## config.mk

```make
export PLATFORM = sky130hd
export DESIGN_NAME = clk_div_prog
export DESIGN_NICKNAME = d
export VERILOG_FILES = /design/src/rtl/clk_div_pkg.sv /design/src/rtl/clk_div_phase_cnt.sv /design/src/rtl/clk_div_prog.sv
export SDC_FILE = /design/constraint.sdc
export NUM_CORES = 1
export LEC_CHECK = 0
export ABC_AREA = 1
export CAP_MARGIN = 20
export CORE_UTILIZATION = 60
export DETAILED_ROUTE_END_ITERATION = 6
export MAX_ROUTING_LAYER = met4
export PLACE_DENSITY = 0.87
export SYNTH_ARGS = -nofsm -noshare
export SYNTH_HDL_FRONTEND = slang
export SYNTH_HIERARCHICAL = 1
export SYNTH_SLANG_ARGS = --single-unit
```

## constraint.sdc

```tcl
create_clock -name clk -period 4.44 [get_ports clk]
set_input_delay 0.888 -clock clk [delete_from_list [all_inputs] [get_ports clk]]
set_output_delay 0.888 -clock clk [all_outputs]
set_load 0.02 [all_outputs]
```

## src/rtl/clk_div_pkg.sv

```systemverilog
// Shared definitions for the programmable clock divider: FSM state
// encodings and the smallest divisor the divider can produce.
package clk_div_pkg;

   typedef enum logic [1:0] {
      ST_IDLE  = 2'd0,
      ST_RUN   = 2'd1,
      ST_DRAIN = 2'd2
   } state_t;

   // Smallest legal divisor; anything below is rejected on load.
   localparam int MIN_DIV = 2;

endpackage

```

## src/rtl/clk_div_phase_cnt.sv

```systemverilog
// Phase counter for the programmable clock divider.
// Counts 0 .. N-1 while advancing, flags the last cycle of a period
// (wrap) and tells the top whether the next cycle is still in the
// high phase, whose length is ceil(N/2).
module clk_div_phase_cnt
   import clk_div_pkg::*;
#(
   parameter int DIV_W = 8
) (
   input  logic             clk_i,
   input  logic             rst_ni,
   input  logic             clear_i,
   input  logic             advance_i,
   input  logic [DIV_W-1:0] div_n_i,
   output logic             wrap_o,
   output logic             high_next_o
);

   logic [DIV_W-1:0] cnt_q;
   logic [DIV_W-1:0] cnt_d;
   logic [DIV_W:0]   cnt_inc;
   logic [DIV_W:0]   high_len;

   // Wrap on the last cycle of the period; the high phase covers counts
   // 0 .. H-1 with H = N - floor(N/2), computed one bit wider so the
   // compare never overflows.
   always_comb begin
      wrap_o      = (cnt_q == (div_n_i - DIV_W'(1)));
      cnt_inc     = {1'b0, cnt_q} + (DIV_W + 1)'(1);
      high_len    = {1'b0, div_n_i} - ({1'b0, div_n_i} >> 1);
      high_next_o = (cnt_inc < high_len);
   end

   // Next count: hold at zero while cleared, otherwise step and wrap at N-1.
   always_comb begin
      cnt_d = cnt_q;
      if (clear_i) begin
         cnt_d = '0;
      end else if (advance_i) begin
         if (wrap_o) begin
            cnt_d = '0;
         end else begin
            cnt_d = cnt_q + DIV_W'(1);
         end
      end
   end

   // Counter register with synchronous active-low reset.
   always_ff @(posedge clk_i) begin
      if (!rst_ni) begin
         cnt_q <= '0;
      end else begin
         cnt_q <= cnt_d;
      end
   end

endmodule

```

## src/rtl/clk_div_prog.sv

```systemverilog
// Programmable integer clock divider: registered clk_out with period N
// clk cycles (high ceil(N/2), low floor(N/2)). Divisor changes and
// enable/disable only take effect at period boundaries, so clk_out never
// glitches except when rst truncates a period.
// Optional feature: define CLK_DIV_TICK_EN to add the 'tick' output, a
// one-cycle pulse in every cycle where clk_out has just risen.
module clk_div_prog
   import clk_div_pkg::*;
#(
   parameter int DIV_W       = 8,
   parameter int DEFAULT_DIV = 2
) (
   input  logic             clk,
   input  logic             rst,
   input  logic             en,
   input  logic             div_load,
   input  logic [DIV_W-1:0] div_val,
   output logic             div_ack,
   output logic             div_err,
   output logic [DIV_W-1:0] div_active,
   output logic             running,
   output logic             clk_out
`ifdef CLK_DIV_TICK_EN
   ,
   output logic             tick
`endif
);

   state_t           state_q;
   state_t           state_d;
   logic             clk_out_q;
   logic             clk_out_d;
   logic [DIV_W-1:0] div_active_q;
   logic [DIV_W-1:0] div_active_d;
   logic [DIV_W-1:0] div_pend_q;
   logic [DIV_W-1:0] div_pend_d;
   logic             pend_q;
   logic             pend_d;
   logic             ack_q;
   logic             ack_d;
   logic             err_q;
   logic             err_d;

   logic             load_ok;
   logic             load_bad;
   logic             wrap;
   logic             high_next;
   logic             cnt_clear;
   logic             cnt_advance;

   // The counter sits at zero while idle and free-runs otherwise.
   always_comb begin
      cnt_clear   = (state_q == ST_IDLE);
      cnt_advance = (state_q != ST_IDLE);
   end

   clk_div_phase_cnt #(
      .DIV_W (DIV_W)
   ) u_phase_cnt (
      .clk_i       (clk),
      .rst_ni      (rst),
      .clear_i     (cnt_clear),
      .advance_i   (cnt_advance),
      .div_n_i     (div_active_q),
      .wrap_o      (wrap),
      .high_next_o (high_next)
   );

   // Next-state logic: FSM, clk_out shaping, divisor load/pending handling
   // and the ack/err pulses. A load that lands on a wrap edge goes pending
   // for the following wrap, while an older pending value is applied on
   // that same edge.
   always_comb begin
      state_d      = state_q;
      clk_out_d    = clk_out_q;
      div_active_d = div_active_q;
      div_pend_d   = div_pend_q;
      pend_d       = pend_q;

      load_ok  = div_load && (div_val >= DIV_W'(MIN_DIV));
      load_bad = div_load && !load_ok;
      ack_d    = load_ok;
      err_d    = load_bad;

      case (state_q)
         ST_IDLE: begin
            clk_out_d = 1'b0;
            if (en) begin
               state_d   = ST_RUN;
               clk_out_d = 1'b1;
            end
            if (load_ok) begin
               div_active_d = div_val;
            end
         end

         ST_RUN, ST_DRAIN: begin
            if (wrap) begin
               state_d   = en ? ST_RUN : ST_IDLE;
               clk_out_d = en;
               if (pend_q) begin
                  div_active_d = div_pend_q;
                  pend_d       = 1'b0;
               end
            end else begin
               state_d   = en ? ST_RUN : ST_DRAIN;
               clk_out_d = high_next;
            end
            if (load_ok) begin
               div_pend_d = div_val;
               pend_d     = 1'b1;
            end
         end

         default: begin
            state_d   = ST_IDLE;
            clk_out_d = 1'b0;
            pend_d    = 1'b0;
         end
      endcase
   end

   // State and output registers with synchronous active-low reset.
   always_ff @(posedge clk) begin
      if (!rst) begin
         state_q      <= ST_IDLE;
         clk_out_q    <= 1'b0;
         div_active_q <= DIV_W'(DEFAULT_DIV);
         div_pend_q   <= '0;
         pend_q       <= 1'b0;
         ack_q        <= 1'b0;
         err_q        <= 1'b0;
      end else begin
         state_q      <= state_d;
         clk_out_q    <= clk_out_d;
         div_active_q <= div_active_d;
         div_pend_q   <= div_pend_d;
         pend_q       <= pend_d;
         ack_q        <= ack_d;
         err_q        <= err_d;
      end
   end

   // Outputs come straight from registers.
   always_comb begin
      clk_out    = clk_out_q;
      div_active = div_active_q;
      div_ack    = ack_q;
      div_err    = err_q;
      running    = (state_q != ST_IDLE);
   end

`ifdef CLK_DIV_TICK_EN
   logic tick_q;

   // Tick is registered alongside clk_out and is high exactly when clk_out just rose.
   always_ff @(posedge clk) begin
      if (!rst) begin
         tick_q <= 1'b0;
      end else begin
         tick_q <= clk_out_d & ~clk_out_q;
      end
   end

   assign tick = tick_q;
`else
   // Without the tick option there is no extra logic.
`endif

endmodule
```

==> results.ini, run 1 <==
[placed_design]
hpwl_um = 4090
place_area_um2 = 2570
gp_congestion = 0.889
port_buffers = 23
dp.cells = 400

[outcome]
status = complete, no violations

[setup_path]
path_max_fanout = 5
path_class = flip-flop to flip-flop
critPathLaunchType = flip-flop
crit_required_ps = 4600
end_kind = flip-flop
cp_data_arrival_time_ps = 3310
r2r_slack_ps = 1290

[layout]
layout_commonest_cell = nand2_1
final_layout_size_suffix_gt1_frac = 0.0669
multi_input_area_um2 = 1510
postLayoutCellArea_um2 = 2690
nFillCells = 311
final_cells = 407
nNetsFinal = 399
final_cell_mix = 84 x nand2_1, 40 x inv_1, 33 x nand3_1
n_antenna_cell = 0
final-seq-area_um2 = 601
syn2layout_area_growth_pct = 14.4
postLayoutCoreUtil = 0.723

[timing]
max_freq_mhz = 318
final_max_slew_viol_count = 0
worst_pin_slew_ps = 829
finalHoldViolCount = 0
finalSetupTns_ps = 0
clock_skew_ps = 3.66
slew_headroom = 0.447
rsz0062_at_grt = no
worst_hold_slack_ps = 462
period_share = 0.709
final-setup-viol-count = 0
period_minus_slack_ps = 3150

[clock_tree]
clock_sinks = 30
path_clk_slew_ps = 60
post_cts_resized = 0
tritoncts = yes
cts_root_buf = clkbuf_8
postCtsSetupRepairBufs = 0
clock_path_buffers = 2
cts_buffers = 5
insertion_delay_ps = 290
h-tree-depth = 2
cts_hold_buf = 0

[routing]
drt_first_pass_iters = 4
detail-route-antenna-nets = 0
vias_per_cell = 5.47
wire_per_inst_um = 13.0
drt-total-wl_um = 5310
drtIter0Drc = 109
drcViolationCount = 0
vias = 2228

[synth]
synth_fp_nets = 378
async_flop_share = 0
synth_edf_count = 0
ys_seq_area_frac = 0.256
ys_seq_elements = 30
synthCells = 338
synth.distinct_cells = 37
synth_flop_cell = dfxtp_1
yosysWarnings = 6
netlist_area_um2 = 2350
syn_area_per_cell_um2 = 6.95

[grt]
grt_pass1_vias = 2074
overflow = 0
grt_usage = 0.294
grt_max_degree = 25
grt_pass1_wl_um = 9140
antenna_found_initial = 0

[floorplanning]
die_w_um = 64.6
start_util = 0.632
std_cell_rows = 22
design.core.area_um2 = 3720
die-height_um = 64.6
io_pins = 24
die-area_um2 = 4170

[power_and_ir_drop]
power.density_nw_per_um2 = 395
p_leak_nw = 1.20
vdd_drop_max_v = 0.000274

[worst_hold_path]
hp-class = flip-flop to flip-flop

[run]
cap_violations = 0

[final timing paths]
kind,startpoint,depth (start not counted),to
setup / recovery,div_active[0]$_SDFFE_PN0P_,20,clk_out$_SDFF_PN0_
hold / removal,div_pend_q[4]$_SDFFE_PN0P_,2,div_pend_q[4]$_SDFFE_PN0P_
setup reg to reg,div_active[0]$_SDFFE_PN0P_,20,clk_out$_SDFF_PN0_
hold reg to reg,div_pend_q[4]$_SDFFE_PN0P_,2,div_pend_q[4]$_SDFFE_PN0P_
[cells by family after synthesis]
logic type	count (synthesis)	share of synthesized area
buf+inv	53	0.0996
mux	7	0.0298
compound gates	50	0.119
xor+xnor	12	0.0448
fa+ha+maj	28	0.152
flops	30	0.256
simple gates	158	0.298
[Yosys cell counts (all sizes together), types with 7 or more instances]
library cell / n / share of area
nand2: 86 / 0.14
inv: 41 / 0.066
nand3: 37 / 0.091
a21oi: 33 / 0.074
dfxtp: 30 / 0.26
nor2: 28 / 0.050
ha: 27 / 0.14
o21ai: 11 / 0.025
xor2: 10 / 0.037
buf: 8 / 0.027
mux2i: 7 / 0.030
[metrics by stage]
step / worst slack, ps / total power [mW]
2_1_floorplan: 1430 / 0.665
3_3_place_gp: 1440 / 0.758
3_5_place_dp: 1330 / 0.774
4_1_cts: 1290 / 1.06
5_1_grt: 869 / 1.14
6_report: 1290 / 1.06
[flip-flops by register name, summed over array words and instances (netlist names)]
name	count
u_phase_cnt/cnt_q	8
div_active	8
div_ack	1
clk_out	1
div_err	1
div_pend_q	8
state_q	2
pend_q	1
[worst max-delay path: stages, from the launching register on]
cell	delay [ps]
dfxtp_1	400
inv_1	130
ha_1	250
fa_1	400
o21ai_0	190
nand2_1	90
nand2_1	60
nand2_1	60
a21oi_1	120
nor2_1	70
xor2_1	140
ha_1	290
nand2_1	60
nor3_1	190
nand2_1	70
o311ai_0	90
a31oi_1	70
nand2_1	70
o21ai_0	80
a22oi_1	150
nor3_1	70
[layout make-up]
type | count | share of cell area
Tap cell | 48 | 0.0224
Clock inverter | 1 | 0.0112
Timing Repair Buffer | 24 | 0.0885
Clock buffer | 6 | 0.0307
Multi-Input combinational cell | 255 | 0.564
Inverter | 43 | 0.0601
Sequential cell | 30 | 0.224
[where the power goes]
part           total, mW  switching (mW)  internal (mW)
clock network      0.286           0.106          0.179
logic              0.461           0.280          0.181
registers          0.313          0.0233          0.290
total               1.06           0.410          0.650
[per-layer routing]
metal | global-route usage | up-vias | wire (um)
li1 | - | 1141 | -
met1 | 0.334 | 1018 | 2370
met2 | 0.495 | 51 | 2570
met3 | 0.0528 | 18 | 206
met4 | 0.147 | 0 | 161
met5 | - | - | 0
(Power assumes the default switching activity.)
==> run 2: changes to the inputs <==
Settings changed: CORE_UTILIZATION 60 to 57, PLACE_DENSITY 0.87 to 0.83.
Clock period 4.44 ns to 3.2 ns, I/O delays scaled along.
==> results.ini, run 2 (synthesis gave the netlist of run 1 again) <==
[outcome]
status = complete, no violations

[worst_hold_path]
min_from = div_pend_q[7]$_SDFFE_PN0P_
hp-class = flip-flop to flip-flop
min_path_cells = 2  ; unchanged
hold_end = div_pend_q[7]$_SDFFE_PN0P_

[placed_design]
port_buffers = 23  ; unchanged
gp_congestion = 0.954  ; +7.3%
hpwl_um = 4210  ; +2.9%
place_area_um2 = 2600  ; +0.87%

[clock_tree]
postCtsSetupRepairBufs = 0  ; unchanged
h-tree-depth = 2  ; unchanged
path_clk_slew_ps = 70  ; about the same
cts_buffers = 5  ; unchanged
clock_path_buffers = 2  ; unchanged
tritoncts = yes
clock_sinks = 30  ; unchanged
cts_hold_buf = 0  ; unchanged
cts_root_buf = clkbuf_8
post_cts_resized = 0  ; unchanged
insertion_delay_ps = 280  ; about the same

[setup_path]
r2r_start = div_active[1]$_SDFFE_PN1P_
cp_slowest_stage_delay_ps = 400  ; about the same
path_class = flip-flop to flip-flop
r2r_slack_ps = 220  ; -1070 ps
critPathLaunchType = flip-flop
end_kind = flip-flop
r2r-end = clk_out$_SDFF_PN0_
slowest_stage = dfxtp_1
cp_data_arrival_time_ps = 3170  ; -140 ps
crit_required_ps = 3390  ; -1210 ps
path_cells = inv_1 > ha_1 > nor2_1 > nor2_1 > o21ai_1 > a21oi_1 > o21ai_1 > xor2_1 > ha_1 > nand2_1 > nor3_2 > nand2_1 > o311ai_0 > a31oi_1 > nand2_1 > o21ai_0 > a22oi_1 > nor3_1
cpMostUsedCell = nand2_1
path_max_fanout = 5  ; unchanged
r2r_cells = 18  ; -10%

[grt]
grt_usage = 0.282  ; -0.0120
grt_pass1_vias = 2066  ; -0.39%
overflow = 0  ; unchanged
grt_max_degree = 25  ; unchanged
grt_pass1_wl_um = 9070  ; -0.75%
antenna_found_initial = 0  ; unchanged

[layout]
n_antenna_cell = 0  ; unchanged
layout_commonest_cell = nand2_1
nNetsFinal = 402  ; +0.75%
nFillCells = 330  ; +6.1%
final_layout_size_suffix_gt1_frac = 0.0937  ; +0.0268
final_cell_mix = 84 x nand2_1, 39 x inv_1, 33 x nand3_1
postLayoutCellArea_um2 = 2710  ; +0.75%
syn2layout_area_growth_pct = 15.2

[routing]
vias_per_cell = 5.39  ; -1.5%
drtIter0Drc = 132  ; +21%
drcViolationCount = 0  ; unchanged
detail-route-antenna-nets = 0  ; unchanged
drt_first_pass_iters = 5  ; +1
vias = 2216  ; -0.54%
wire_per_inst_um = 13.5  ; +3.4%
drt-total-wl_um = 5540  ; +4.4%

[power_and_ir_drop]
power.density_nw_per_um2 = 532  ; +35%
p_leak_nw = 1.21  ; +0.36%
power.total_mw = 1.44  ; +36%
vdd_drop_max_v = 0.000388  ; +42%

[timing]
finalHoldViolCount = 0  ; unchanged
final_max_slew_viol_count = 0  ; unchanged
max_freq_mhz = 335  ; +5.6%
period_minus_slack_ps = 2980  ; -166 ps
worst_pin_slew_ps = 466  ; -363 ps
final-setup-viol-count = 0  ; unchanged
period_share = 0.932  ; +0.223
slew_headroom = 0.689  ; +0.242
clock_skew_ps = 2.58  ; -1.08 ps

[floorplanning]
design.core.area_um2 = 3800  ; +2.2%
std_cell_rows = 22  ; unchanged
io_pins = 24  ; unchanged
start_util = 0.618  ; -0.0137
die_w_um = 66.2  ; +2.5%
die-area_um2 = 4380  ; +5.1%
die-height_um = 66.2  ; +2.5%

[run]
cap_violations = 0  ; unchanged

-- run 2: power breakdown --
part,internal (mW),switching [mW],total (mW)
logic,0.267,0.420,0.687
clock network,0.173,0.147,0.320
registers,0.402,0.0299,0.432
total,0.842,0.597,1.44
-- run 2: worst max path at each step --
stage,from,end,slack [ps],depth (start not counted)
final,div_active[1]$_SDFFE_PN1P_,clk_out$_SDFF_PN0_,220,18
after global routing,div_active[0]$_SDFFE_PN0P_,clk_out$_SDFF_PN0_,-70,20
after CTS,div_active[0]$_SDFFE_PN0P_,clk_out$_SDFF_PN0_,160,20
after detailed placement,div_active[0]$_SDFFE_PN0P_,clk_out$_SDFF_PN0_,210,20
after global placement,div_active[0]$_SDFFE_PN0P_,clk_out$_SDFF_PN0_,300,20
after floorplan,div_active[0]$_SDFFE_PN0P_,clk_out$_SDFF_PN0_,190,20
-- run 2: layout make-up --
| type | count | area [um2] | area share |
|---|---|---|---|
| inverter | 43 | 161 | 0.0596 |
| sequential | 30 | 602 | 0.222 |
| tap | 48 | 60.1 | 0.0222 |
| multi-input combinational | 255 | 1530 | 0.564 |
| clock inverter | 2 | 12.5 | 0.00462 |
| timing repair buffer | 27 | 260 | 0.0962 |
| clock buffer | 6 | 82.6 | 0.0305 |
-- run 2: worst max-delay path: cells and delay by family (launching register included) --
kind                     cells  cell delay (ps)
adder cells (fa/ha/maj)      2              560
AND/OR/NAND/NOR              7              650
buffers and inverters        1              120
XOR/XNOR                     1              200
AO/OA/AOI/OAI                7              960
flip-flops                   1              400
-- run 2: through the flow --
stage / TNS [ps] / hold slack, ps / setup WS, ps / instances / utilization
2_1_floorplan: 0 / 441 / 193 / 338 / -
3_3_place_gp: 0 / 449 / 297 / 403 / 0.683
3_5_place_dp: 0 / 456 / 210 / 403 / 0.683
4_1_cts: 0 / 467 / 162 / 411 / 0.708
5_1_grt: -69.9 / 490 / -69.9 / 411 / 0.712
6_report: 0 / 467 / 216 / 411 / 0.712
-- run 2: per-layer routing --
layer	vias up	global-route usage	share of wire
met4	0	0.0878	0.021
met1	998	0.312	0.41
met5	-	-	0
li1	1144	-	-
met3	12	0.0466	0.060
met2	62	0.513	0.51
